`src/rtl/i2s_pkg.sv`:
```
// i2s_pkg
// Shared types and helpers for the I2S transmitter.
//   frame_t       : packed frame, wide enough for the largest supported slot.
//                   Frames are right-aligned: bit b of an F-bit frame sits at
//                   position F-1-b, so the first transmitted bit is the MSB.
//   lrclk_for_bit : word-select level during frame bit b (one-bit I2S lead).
//   pack_frame    : builds {left, pad, right, pad} for the given widths.
package i2s_pkg;

   localparam int MAX_SLOT  = 32;
   localparam int MAX_FRAME = 2 * MAX_SLOT;

   typedef logic [MAX_FRAME-1:0] frame_t;

   // LRCLK goes high one bit before the right slot and drops one bit before
   // the next left slot.
   function automatic logic lrclk_for_bit(input int b, input int slot_w);
      return (b >= slot_w - 1) && (b <= 2 * slot_w - 2);
   endfunction

   // Samples arrive right-aligned in MAX_SLOT-wide vectors; each one is
   // placed MSB-first at the top of its slot and the rest of the slot is 0.
   function automatic frame_t pack_frame(input logic [MAX_SLOT-1:0] l,
                                         input logic [MAX_SLOT-1:0] r,
                                         input int sample_w,
                                         input int slot_w);
      frame_t f;
      f = '0;
      for (int i = 0; i < sample_w; i++) begin
         f[2 * slot_w - 1 - i] = l[sample_w - 1 - i];
         f[slot_w - 1 - i]     = r[sample_w - 1 - i];
      end
      return f;
   endfunction

endpackage

```
`src/rtl/i2s_tx_bclk_gen.sv`:
```
// i2s_bclk_gen
// Bit-clock generator: a 0..CLK_DIV-1 divider that toggles bclk on wrap.
//   clk, reset : system clock, synchronous active-high reset
//   bclk       : registered bit clock (0 after reset)
//   rise       : one-clk strobe on the cycle whose edge drives bclk 0->1
//   fall       : one-clk strobe on the cycle whose edge drives bclk 1->0
// Strobes are combinational from registers so the consumer can update its
// own registers on the same edge that bclk falls.
module i2s_bclk_gen #(
   parameter int CLK_DIV = 4
) (
   input  logic clk,
   input  logic reset,
   output logic bclk,
   output logic rise,
   output logic fall
);

   localparam int DW = (CLK_DIV > 1) ? $clog2(CLK_DIV) : 1;

   logic [DW-1:0] div_cnt_reg;
   logic          bclk_reg;
   logic          wrap;

   assign wrap = (div_cnt_reg == DW'(CLK_DIV - 1));
   assign rise = wrap & ~bclk_reg;
   assign fall = wrap & bclk_reg;
   assign bclk = bclk_reg;

   always_ff @(posedge clk) begin
      if (reset) begin
         div_cnt_reg <= '0;
         bclk_reg    <= 1'b0;
      end else if (wrap) begin
         div_cnt_reg <= '0;
         bclk_reg    <= ~bclk_reg;
      end else begin
         div_cnt_reg <= div_cnt_reg + 1'b1;
      end
   end

endmodule

```
`src/rtl/i2s_tx.sv`:
```
// i2s_tx
// I2S serial audio transmitter with a one-sample holding register in front
// of the frame shift register.
//   clk, reset         : system clock, synchronous active-high reset
//   sample_l, sample_r : signed stereo sample, accepted on valid & ready
//   sample_valid       : producer offers a sample
//   sample_ready       : holding register empty (registered)
//   i2s_bclk           : bit clock, period 2*CLK_DIV clk
//   i2s_lrclk          : word select, 0 = left, 1 = right, one-bit lead
//   i2s_sdata          : serial data, MSB first, changes on BCLK fall
//   underrun           : one-clk pulse when a frame starts with holding empty
module i2s_tx
   import i2s_pkg::*;
#(
   parameter int SAMPLE_WIDTH = 16,
   parameter int SLOT_WIDTH   = 16,
   parameter int CLK_DIV      = 4
) (
   input  logic                    clk,
   input  logic                    reset,
   input  logic [SAMPLE_WIDTH-1:0] sample_l,
   input  logic [SAMPLE_WIDTH-1:0] sample_r,
   input  logic                    sample_valid,
   output logic                    sample_ready,
   output logic                    i2s_bclk,
   output logic                    i2s_lrclk,
   output logic                    i2s_sdata,
   output logic                    underrun
);

   localparam int F  = 2 * SLOT_WIDTH;
   localparam int BW = $clog2(F);

   logic bclk_fall;
   logic bclk_rise_unused;

   i2s_bclk_gen #(
      .CLK_DIV (CLK_DIV)
   ) u_bclk_gen (
      .clk   (clk),
      .reset (reset),
      .bclk  (i2s_bclk),
      .rise  (bclk_rise_unused),
      .fall  (bclk_fall)
   );

   logic [BW-1:0]           bit_cnt_reg;
   logic [F-1:0]            shift_reg;
   logic [SAMPLE_WIDTH-1:0] hold_l_reg;
   logic [SAMPLE_WIDTH-1:0] hold_r_reg;
   logic                    hold_full_reg;
   logic                    hold_full_next;
   logic                    ready_reg;
   logic                    lrclk_reg;
   logic                    sdata_reg;
   logic                    underrun_reg;
   logic                    frame_end;
   logic                    load_now;
   logic                    accept;

   assign frame_end = (bit_cnt_reg == BW'(F - 1));
   assign load_now  = bclk_fall & frame_end;
   assign accept    = sample_valid & ready_reg;

   // A load only empties a full holding register; ready is low while full,
   // so a load-and-accept on the same edge can only happen when holding was
   // empty. In that case the load transmits zeros and the new sample stays.
   always_comb begin
      hold_full_next = hold_full_reg;
      if (load_now && hold_full_reg) begin
         hold_full_next = 1'b0;
      end else if (accept) begin
         hold_full_next = 1'b1;
      end
   end

   always_ff @(posedge clk) begin
      if (reset) begin
         bit_cnt_reg   <= '0;
         shift_reg     <= '0;
         hold_l_reg    <= '0;
         hold_r_reg    <= '0;
         hold_full_reg <= 1'b0;
         ready_reg     <= 1'b1;
         lrclk_reg     <= 1'b0;
         sdata_reg     <= 1'b0;
         underrun_reg  <= 1'b0;
      end else begin
         underrun_reg  <= 1'b0;
         hold_full_reg <= hold_full_next;
         ready_reg     <= ~hold_full_next;

         if (accept) begin
            hold_l_reg <= sample_l;
            hold_r_reg <= sample_r;
         end

         if (bclk_fall) begin
            if (frame_end) begin
               bit_cnt_reg <= '0;
               lrclk_reg   <= lrclk_for_bit(0, SLOT_WIDTH);
               if (hold_full_reg) begin
                  shift_reg <= F'(pack_frame(MAX_SLOT'(hold_l_reg),
                                             MAX_SLOT'(hold_r_reg),
                                             SAMPLE_WIDTH, SLOT_WIDTH));
                  // First bit of the new frame is the left MSB.
                  sdata_reg <= hold_l_reg[SAMPLE_WIDTH-1];
               end else begin
                  shift_reg    <= '0;
                  sdata_reg    <= 1'b0;
                  underrun_reg <= 1'b1;
               end
            end else begin
               bit_cnt_reg <= bit_cnt_reg + 1'b1;
               // shift_reg[F-1] is always the bit currently on the wire.
               shift_reg   <= shift_reg << 1;
               sdata_reg   <= shift_reg[F-2];
               lrclk_reg   <= lrclk_for_bit(int'(bit_cnt_reg) + 1, SLOT_WIDTH);
            end
         end
      end
   end

   assign sample_ready = ready_reg;
   assign i2s_lrclk    = lrclk_reg;
   assign i2s_sdata    = sdata_reg;
   assign underrun     = underrun_reg;

endmodule

```
`config.mk`:
```
export PLATFORM = sky130hd
export DESIGN_NAME = i2s_tx
export DESIGN_NICKNAME = d
export VERILOG_FILES = /design/src/rtl/i2s_pkg.sv /design/src/rtl/i2s_tx_bclk_gen.sv /design/src/rtl/i2s_tx.sv
export SDC_FILE = /design/constraint.sdc
export NUM_CORES = 1
export LEC_CHECK = 0
export CAP_MARGIN = 15
export CORE_UTILIZATION = 50
export DETAILED_ROUTE_END_ITERATION = 8
export DONT_BUFFER_PORTS = 1
export SETUP_SLACK_MARGIN = 0.2
export SYNTH_ARGS = -nofsm -noshare
export SYNTH_HDL_FRONTEND = slang
export SYNTH_SLANG_ARGS = --single-unit
```
`constraint.sdc`:
```
create_clock -name clk -period 5.8 [get_ports clk]
set_input_delay 1.16 -clock clk [delete_from_list [all_inputs] [get_ports clk]]
set_output_delay 1.16 -clock clk [all_outputs]
set_load 0.005 [all_outputs]
```
==> out/qor.yml, run 1 <==
run_status:
  status: "finished, final reports clean"
clock_network:
  clkTransAtPathRegs_ns: 0.07
  clockRootBuffer: "clkbuf_8"
  clk_latency_ns: 0.35
  clkSinkCount: 76
  post_cts_resized: 0
  cts_setup_buffers: 0
  clockBufferDepth: 2
  h-tree-depth: 3
  cts_made_buffers: 9
  ctsHoldBuffers: 0
  cts_tree: "done"
logic_synthesis:
  synth_area_per_cell_um2: 8.19
  syn_inst: 387
  syn-cell-area_mm2: 0.00317
  yosys.area.top_type: "dfxtp_1"
  synth.top_cell.area_share: 0.480
  ys_ff_latch: 76
  yosysSeqAreaShare: 0.480
  synth_edf_count: 0
  yosysWarnings: 0
  async_reset_ff_frac: 0
  synth_flop_cell: "dfxtp_1"
  synth.distinct_cells: 31
  synthTopCellsByArea: "dfxtp_1 48%, a311oi_1 8.6%, nand2_1 8.4%"
  syn_nets: 427
place:
  hpwl_um: 3410
  port_buffers: 0
  gp_congestion: 0.698
  place_area_mm2: 0.00314
  placed_cells: 432
  place_ws_ns: 3.44
detailed_routing:
  drc: 0
  vias: 2489
  route.detailed.wl_per_inst_um: 13.9
  antenna_left: 0
  routed_wl_um: 6210
  vias_per_cell: 5.56
  firstDrtPassIters: 4
  drtIter0Drc: 172
global_routing:
  grt_max_degree: 77
  grt_pass1_wl_um: 9930
  grt_util_all_layers: 0.196
  antenna_found_initial: 0
  overflow: 0
  first_global_vias: 2166
timing:
  tns_ns: 0
  min_period_over_period: 0.390
  layout_min_cycle_time_ns: 2.26
  hold_violations: 0
  slew_headroom: 0.299
  rsz0062_at_grt: "false"
  worst_slew_pin_slew_ns: 1.05
  fmax_ghz: 0.442
  finalClockSkew_ns: 0.00770
  fin_ws_ns: 3.54
  maxSlewViolCount: 0
  setup_viol: 0
die:
  initial_utilization: 0.526
  core_area_mm2: 0.00603
  die-area_mm2: 0.00666
  rows: 28
  pin_count: 40
  dieHeight_um: 81.6
  die_x_um: 81.6
final_layout:
  layout-drive-gt1-share: 0.0670
  area_growth_pct: 5.25
  diodes: 0
  final_cell_mix: "76 x dfxtp_1, 71 x nand2_1, 39 x nor2_1, 37 x a21oi_1, 35 x nor3_1"
  design_area_mm2: 0.00334
  largest_reg_flops: 31
  final_cells: 448
  layout.nets: 408
  fin_util: 0.554
  final_common_cell: "dfxtp_1"
setup_path:
  crit_arrival_ns: 2.55
  end_kind: "flip-flop"
  startpoint_type: "flip-flop"
  ff2ff_setup_slack_ns: 3.54
  critical_path_class: "reg2reg"
  critPathMaxFanout: 72
  required_ns: 6.09
pwr:
  ir_drop_mv: 0.214
  p_leak_uw: 0.00117
  p_per_area_mw_per_mm2: 296
worst_hold_path:
  hold_path_class: "reg2reg"
job:
  drv_cap: 0
[critical path, cell delays in order (launching register included)]
cell	delay, ns
dfxtp_1	0.38
ha_1	0.27
and3_1	0.20
ha_2	0.16
buf_4	0.32
or3_2	0.54
a31oi_1	0.15
a41o_1	0.18
[stage by stage]
| step | power (µW) | hold slack [ns] |
|---|---|---|
| 2_1_floorplan | 607 | 0.404 |
| 3_3_place_gp | 609 | 0.410 |
| 3_5_place_dp | 611 | 0.414 |
| 4_1_cts | 1000 | 0.430 |
| 5_1_grt | 1030 | 0.454 |
| 6_report | 989 | 0.432 |
[report_power, final]
| group | total (µW) | switching [µW] | internal, µW |
|---|---|---|---|
| sequential | 552 | 11.2 | 540 |
| clock | 392 | 194 | 198 |
| combinational | 45.6 | 28.6 | 17.0 |
| total | 989 | 234 | 755 |
[path summary, 6_finish.rpt]
check / from / to / cells past startpoint
setup / recovery: bit_cnt_reg[0] / i2s_lrclk / 7
hold / removal: u_bclk_gen.div_cnt_reg[0] / u_bclk_gen.div_cnt_reg[0] / 1
setup reg to reg: bit_cnt_reg[0] / i2s_lrclk / 7
hold reg to reg: u_bclk_gen.div_cnt_reg[0] / u_bclk_gen.div_cnt_reg[0] / 1
[cells in the mapped netlist (all sizes together) (2+ instances only)]
cell	number
and3	2
clkbuf	25
nor2	39
o21ai	3
a311oi	31
a31oi	2
buf	10
inv	3
ha	5
dfxtp	76
nor3	35
nor2b	31
and2	2
nand2	72
nor3b	2
a21oi	37
nand4	2
[layout make-up]
type | instances | area (µm²)
fillers | 592 | 2690
flip-flops and latches | 76 | 1520
multi-input cells | 273 | 1480
clock buffers | 10 | 128
well taps | 75 | 93.8
clock inverters | 6 | 65.1
repair buffers | 5 | 37.5
inverters | 3 | 11.3
[routing by layer]
layer,GRT usage,vias to the layer above,wire [µm]
li1,-,1295,-
met1,0.239,1145,3010
met2,0.321,42,2880
met3,0.0722,7,255
met4,0.0579,0,68
met5,0,-,0
[cells by family after synthesis]
family | count (synthesis) | synth area share
AOI/OAI and AO/OA | 76 | 0.161
xor gates and xnor gates | 2 | 0.00553
adders and majority gates | 5 | 0.0197
buffers and inverters | 38 | 0.0541
DFF | 76 | 0.480
and+or+nand+nor | 190 | 0.279
No activity file was read; power rests on OpenSTA's default activity.
==> inputs of run 2 (changes only) <==
- PLACE_DENSITY: not set -> 0.68
- clock period: 5.8 -> 2 ns (I/O delays scaled with it)
==> run 2 against run 1 <==
- sequential power rose to 2.9 times the previous value
- sequential cell count did not move
- total power rose to 3.2 times the previous value
- register-to-register slack got worse by 3.3 ns
- hold slack got worse by 0.31 ns
- die area did not move
- critical endpoint unchanged
- highest routed layer unchanged
==> out/qor.yml, run 2 (synthesized netlist as in run 1, its figures left out) <==
pwr:
  switching_share: 0.222  # was 0.236
  comb_power_share: 0.045  # was 0.046
  p_leak_uw: 0.00125  # was 0.00117 µW
  seq_power_share: 0.507  # was 0.558
  power_switching_uw: 699  # was 234 µW
  p_per_area_mw_per_mm2: 897  # was 296 mW/mm²
  ir_drop_mv: 0.614  # was 0.214 mV
  pwr-share-clk: 0.448  # was 0.396
  p_int_uw: 2460  # was 755 µW
detailed_routing:
  wl_met1_um: 2860  # was 3010 µm
  vias: 2557  # was 2489
  maxUsedRoutingLayer: "met4"  # unchanged
  firstDrtPassIters: 4  # unchanged
  drc: 0  # unchanged
  route.detailed.wl_per_inst_um: 13.8  # was 13.9 µm
  wl_met2_um: 3180  # was 2880 µm
  antenna_left: 0  # unchanged
  routed_wl_um: 6320  # was 6210 µm
  vias_per_cell: 5.58  # was 5.56
  met3_wirelength_um: 211  # was 255 µm
  drtIter0Drc: 113  # was 172
setup_path:
  required_ns: 2.23  # was 6.09 ns
  crit_top_cell: "ha_4"
  end_kind: "flip-flop"  # unchanged
  slowest_delay_ns: 0.46  # was 0.54 ns
  critPathMaxFanout: 5  # was 72
  critical_path.slowest_cell: "or4b_1"  # was or3_2
  crit_arrival_ns: 2.01  # was 2.55 ns
  critical_path_class: "reg2reg"  # unchanged
  startpoint_type: "flip-flop"  # unchanged
  crit_chain: "ha_4 > and3_4 > ha_4 > nand2_1 > or4b_1 > a41o_1"  # was ha_1 > and3_1 > ha_2 > buf_4 > or3_2 > a31oi_1 > a41o_1
run_status:
  status: "finished, final reports clean"  # unchanged
timing:
  setup_viol: 0  # unchanged
  slew_headroom: 0.640  # was 0.299
  hold_violations: 0  # unchanged
  finalClockSkew_ns: 0.00575  # was 0.00770 ns
  worst_slew_pin_slew_ns: 0.539  # was 1.05 ns
  fin_ws_ns: 0.220  # was 3.54 ns
  maxSlewViolCount: 0  # unchanged
  min_period_over_period: 0.890  # was 0.390
  fmax_ghz: 0.562  # was 0.442 GHz
  layout_min_cycle_time_ns: 1.78  # was 2.26 ns
  tns_ns: 0  # unchanged
  rsz0062_at_grt: "true"  # was false
final_layout:
  regArea_mm2: 0.00153  # was 0.00152 mm²
  multi_input_area_mm2: 0.00151  # was 0.00148 mm²
  diodes: 0  # unchanged
  final_common_cell: "dfxtp_1"  # unchanged
  layout.nets: 418  # was 408
  layout-drive-gt1-share: 0.110  # was 0.0670
  final_cell_mix: "74 x dfxtp_1, 71 x nand2_1, 38 x nor2_1, 37 x a21oi_1, 35 x nor3_1"  # was 76 x dfxtp_1, 71 x nand2_1, 39 x nor2_1, 37 x a21oi_1, 35 x nor3_1
  largest_reg_flops: 31  # unchanged
  area_growth_pct: 10.9  # was 5.25%
  nFillCells: 574  # was 592
clock_network:
  cts_tree: "done"  # unchanged
  clkSinkCount: 76  # unchanged
  clockBufferDepth: 2  # unchanged
  clk_latency_ns: 0.34  # was 0.35 ns
  ctsHoldBuffers: 0  # unchanged
  clkTransAtPathRegs_ns: 0.08  # was 0.07 ns
  clockRootBuffer: "clkbuf_8"  # unchanged
  cts_made_buffers: 9  # unchanged
  h-tree-depth: 3  # unchanged
worst_hold_path:
  hold_path_class: "in2reg"  # was reg2reg
global_routing:
  first_global_vias: 2386  # was 2166
  grt_max_degree: 77  # unchanged
  overflow: 0  # unchanged
  grt_pass1_wl_um: 10400  # was 9930 µm
  antenna_found_initial: 0  # unchanged
  grt_util_all_layers: 0.202  # was 0.196
job:
  drv_cap: 0  # unchanged
die:
  dieHeight_um: 81.6  # unchanged
  pin_count: 40  # unchanged
  initial_utilization: 0.526  # unchanged
  rows: 28  # unchanged
  core_area_mm2: 0.00603  # unchanged
  die-area_mm2: 0.00666  # unchanged
  die_x_um: 81.6  # unchanged
place:
  gp_congestion: 0.791  # was 0.698
  place_ws_ns: 0.159  # was 3.44 ns
  hpwl_um: 3850  # was 3410 µm
  port_buffers: 0  # unchanged
[run 2: cell count changes in the layout (fill, tap and decap cells not counted), moves of 2 or more]
cell	delta
buf_4	+9
bufinv_16	+2
clkinvlp_4	-2
dfxtp_1	-2
dfxtp_4	+2
ha_4	+2
[run 2: routing by layer]
metal	global-route usage	vias up
met5	0	-
met4	0.0702	0
met3	0.0444	8
met2	0.368	45
met1	0.232	1188
li1	-	1316
[run 2: area by class of cell]
class,instances,share of cell area
clock buffer,9,0.0352
clock inverter,7,0.0349
inverter,3,0.00320
multi-input combinational,273,0.430
sequential,76,0.435
tap,75,0.0267
timing repair buffer,15,0.0356
[run 2: what timing repair did]
| item | 4_1_cts | 5_1_grt |
|---|---|---|
| setup endpoints to repair | 2 | 16 |
| setup buffers | 4 | 0 |
| pin swaps | 1 | 0 |
| gates resized for setup | 3 | 2 |
[run 2: power groups by stage]
stage	sequential, µW	clock, µW	combinational (µW)
CTS	1600	1450	145
detailed placement	1640	0	145
global route	1610	1520	164
floorplan	1620	0	136
finish	1600	1410	143
global placement	1640	0	139
[run 2: critical path, delay by kind of cell, from the launching register on]
family	cells	cell delay [ns]
AOI/OAI and AO/OA	1	0.19
adders and majority gates	2	0.44
DFF	1	0.37
and+or+nand+nor	3	0.69
[run 2: worst paths after layout]
path / cells past startpoint / from / slack (ns) / endpoint
setup / recovery: 6 / bit_cnt_reg[0] / 0.22 / i2s_lrclk
hold / removal: 1 / reset / 0.12 / hold_l_reg[14]
setup reg to reg: 6 / bit_cnt_reg[0] / 0.22 / i2s_lrclk
hold reg to reg: 1 / u_bclk_gen.div_cnt_reg[0] / 0.43 / u_bclk_gen.div_cnt_reg[0]
[run 2: metrics by stage]
step	utilization	cell area [µm²]	total power [µW]	instances	hold WS [ns]
floorplan	-	3200	1760	387	0.404
global placement	0.534	3220	1770	438	0.408
detailed placement	0.534	3220	1780	438	0.419
CTS	0.583	3510	3190	458	0.113
global route	0.583	3520	3280	458	0.0983
finish	0.583	3520	3150	458	0.125
==> inputs of run 3 (changes only) <==
- PLACE_DENSITY: 0.68 -> 0.73
- clock period: 2 -> 1.7 ns (I/O delays scaled with it)
==> run 3 against run 2 <==
- sequential share of layout area fell by 6.6 points
- clock skew rose by 0.0018 ns
- first-iteration DRC count rose by 27%
- fmax rose by 1.7%
- largest power group unchanged
- critical endpoint is now shift_reg[1]
- the run now ends with setup timing left
- global-route usage rose by 5.6 points
- sequential power rose by 18%
- routed wire length rose by 29%
- critical path depth rose by 3
==> out/qor.yml, run 3 (synthesized netlist as in run 1, its figures left out) <==
die:
  die_x_um: 81.6  # unchanged
  pin_count: 40  # unchanged
  rows: 28  # unchanged
  dieHeight_um: 81.6  # unchanged
  initial_utilization: 0.526  # unchanged
  core_area_mm2: 0.00603  # unchanged
  die-area_mm2: 0.00666  # unchanged
final_layout:
  largest_reg_flops: 31  # unchanged
  layout.nets: 431  # was 418
  final_cells: 471  # was 458
  fin_util: 0.689  # was 0.583
  design_area_mm2: 0.00415  # was 0.00352 mm²
  layout-drive-gt1-share: 0.268  # was 0.110
  final_cell_mix: "74 x dfxtp_1, 71 x nand2_1, 38 x nor2_1, 36 x a21oi_1, 30 x nor3_1"  # was 74 x dfxtp_1, 71 x nand2_1, 38 x nor2_1, 37 x a21oi_1, 35 x nor3_1
  final_common_cell: "dfxtp_1"  # unchanged
  diodes: 0  # unchanged
  nFillCells: 468  # was 574
  area_growth_pct: 30.9  # was 10.9%
pwr:
  pwr-share-clk: 0.403  # was 0.448
  switching_share: 0.242  # was 0.222
  power_switching_uw: 843  # was 699 µW
  comb_power_share: 0.055  # was 0.045
  p_int_uw: 2640  # was 2460 µW
  ir_drop_mv: 0.612  # was 0.614 mV
  p_per_area_mw_per_mm2: 840  # was 897 mW/mm²
  seq_power_share: 0.542  # was 0.507
  p_leak_uw: 0.00143  # was 0.00125 µW
detailed_routing:
  drtIter0Drc: 144  # was 113
  vias_per_cell: 5.93  # was 5.58
  routed_wl_um: 8170  # was 6320 µm
  drc: 0  # unchanged
  firstDrtPassIters: 4  # unchanged
  vias: 2794  # was 2557
  route.detailed.wl_per_inst_um: 17.3  # was 13.8 µm
  antenna_left: 0  # unchanged
setup_path:
  slowest_delay_ns: 0.37  # was 0.46 ns
  crit_arrival_ns: 1.98  # was 2.01 ns
  critical_path_class: "reg2reg"  # unchanged
  critPathMaxFanout: 8  # was 5
  crit_chain: "ha_4 > and3_4 > ha_4 > buf_12 > buf_12 > buf_16 > nor2b_1 > a311oi_1 > nor3_1"  # was ha_4 > and3_4 > ha_4 > nand2_1 > or4b_1 > a41o_1
  end_kind: "flip-flop"  # unchanged
  startpoint_type: "flip-flop"  # unchanged
  required_ns: 1.93  # was 2.23 ns
  critical_path.slowest_cell: "dfxtp_4"  # was or4b_1
timing:
  slew_headroom: 0.770  # was 0.640
  hold_violations: 0  # unchanged
  fmax_ghz: 0.572  # was 0.562 GHz
  finalClockSkew_ns: 0.00758  # was 0.00575 ns
  layout_min_cycle_time_ns: 1.75  # was 1.78 ns
  fin_ws_ns: -0.0495  # was 0.220 ns
  maxSlewViolCount: 0  # unchanged
  worst_slew_pin_slew_ns: 0.345  # was 0.539 ns
  rsz0062_at_grt: "true"  # unchanged
  setup_viol: 9  # was 0
  min_period_over_period: 1.03  # was 0.890
clock_network:
  cts_tree: "done"  # unchanged
  cts_made_buffers: 9  # unchanged
  clkSinkCount: 76  # unchanged
  clkTransAtPathRegs_ns: 0.08  # about the same
  clk_latency_ns: 0.35  # was 0.34 ns
  clockRootBuffer: "clkbuf_8"  # unchanged
  clockBufferDepth: 2  # unchanged
  h-tree-depth: 3  # unchanged
run_status:
  violations: "setup timing"
  status: "finished with violations"  # was finished, final reports clean
global_routing:
  overflow: 0  # unchanged
  grt_max_degree: 77  # unchanged
  first_global_vias: 2699  # was 2386
  grt_pass1_wl_um: 12700  # was 10400 µm
  grt_util_all_layers: 0.259  # was 0.202
  antenna_found_initial: 0  # unchanged
job:
  drv_cap: 0  # unchanged
place:
  place_area_mm2: 0.00331  # was 0.00322 mm²
  hpwl_um: 3870  # was 3850 µm
  placed_cells: 442  # was 438
  port_buffers: 0  # unchanged
  gp_congestion: 0.772  # was 0.791
worst_hold_path:
  hold_path_class: "in2reg"  # unchanged
-- run 3: cell count changes in the layout (fill, tap and decap cells not counted), moves of 2 or more --
| cell | before | now |
|---|---|---|
| a311oi_2 | 0 | 23 |
| nor2b_1 | 31 | 11 |
| nor2b_4 | 0 | 14 |
| bufinv_16 | 3 | 1 |
| buf_6 | 0 | 3 |
| nor2b_2 | 0 | 6 |
| buf_4 | 14 | 11 |
| nor3_2 | 0 | 4 |
| a311oi_1 | 31 | 8 |
| nor3_1 | 35 | 30 |
| clkinvlp_4 | 2 | 0 |
| buf_16 | 0 | 9 |
| buf_12 | 1 | 5 |
-- run 3: power groups by stage --
stage | logic, µW | registers, µW | clock network, µW
2_1_floorplan | 162 | 1910 | 0
3_3_place_gp | 167 | 1920 | 0
3_5_place_dp | 174 | 1920 | 0
4_1_cts | 181 | 1880 | 1410
5_1_grt | 217 | 1890 | 1500
6_report | 191 | 1890 | 1400
-- run 3: layout make-up --
cell class                      count  area, µm²  area share
Inverter                            3       11.3     0.00271
Multi-Input combinational cell    273       1850       0.446
Clock inverter                      5       58.8      0.0142
Sequential cell                    76       1530       0.369
Tap cell                           75       93.8      0.0226
Timing Repair Buffer               28        464       0.112
Clock buffer                       11        141      0.0341
-- run 3: per-stage QoR --
| stage | worst slack [ns] | hold WS [ns] | setup TNS [ns] | total power, µW |
|---|---|---|---|---|
| finish | -0.0495 | 0.0480 | -0.165 | 3480 |
| global route | -0.0952 | 0.0303 | -1.54 | 3620 |
| floorplan | -0.0238 | 0.404 | -0.0238 | 2070 |
| global placement | -0.00730 | 0.409 | -0.00730 | 2090 |
| detailed placement | -0.0283 | 0.417 | -0.0283 | 2100 |
| CTS | -0.0371 | 0.0486 | -0.0391 | 3470 |
-- run 3: final timing paths --
kind,start,end,slack [ns],cells past startpoint
hold reg to reg,u_bclk_gen.div_cnt_reg[0],u_bclk_gen.div_cnt_reg[0],0.43,1
setup reg to reg,bit_cnt_reg[1],shift_reg[1],-0.05,9
setup / recovery,bit_cnt_reg[1],shift_reg[1],-0.05,9
hold / removal,reset,hold_l_reg[13],0.05,1
-- run 3: routing by layer --
| layer | up-vias | track usage | wire, µm |
|---|---|---|---|
| li1 | 1354 | - | - |
| met1 | 1320 | 0.311 | 3250 |
| met2 | 99 | 0.438 | 4210 |
| met3 | 21 | 0.0489 | 502 |
| met4 | 0 | 0.135 | 203 |
| met5 | - | 0 | 0 |
-- run 3: repair_timing --
action | CTS | global route
cloned | 8 | 0
hold buffers | 0 | 0
pin swaps | 14 | 16
buffers inserted | 5 | 0
gates resized for setup | 53 | 34
setup endpoints to repair | 37 | 40
-- run 3: critical path, delay by kind of cell (launching register included) --
family                   cells  cell delay (ns)
AO/OA/AOI/OAI                1             0.22
flip-flops                   1             0.37
buffers and inverters        3             0.40
AND/OR/NAND/NOR              3             0.33
adder cells (fa/ha/maj)      2             0.30
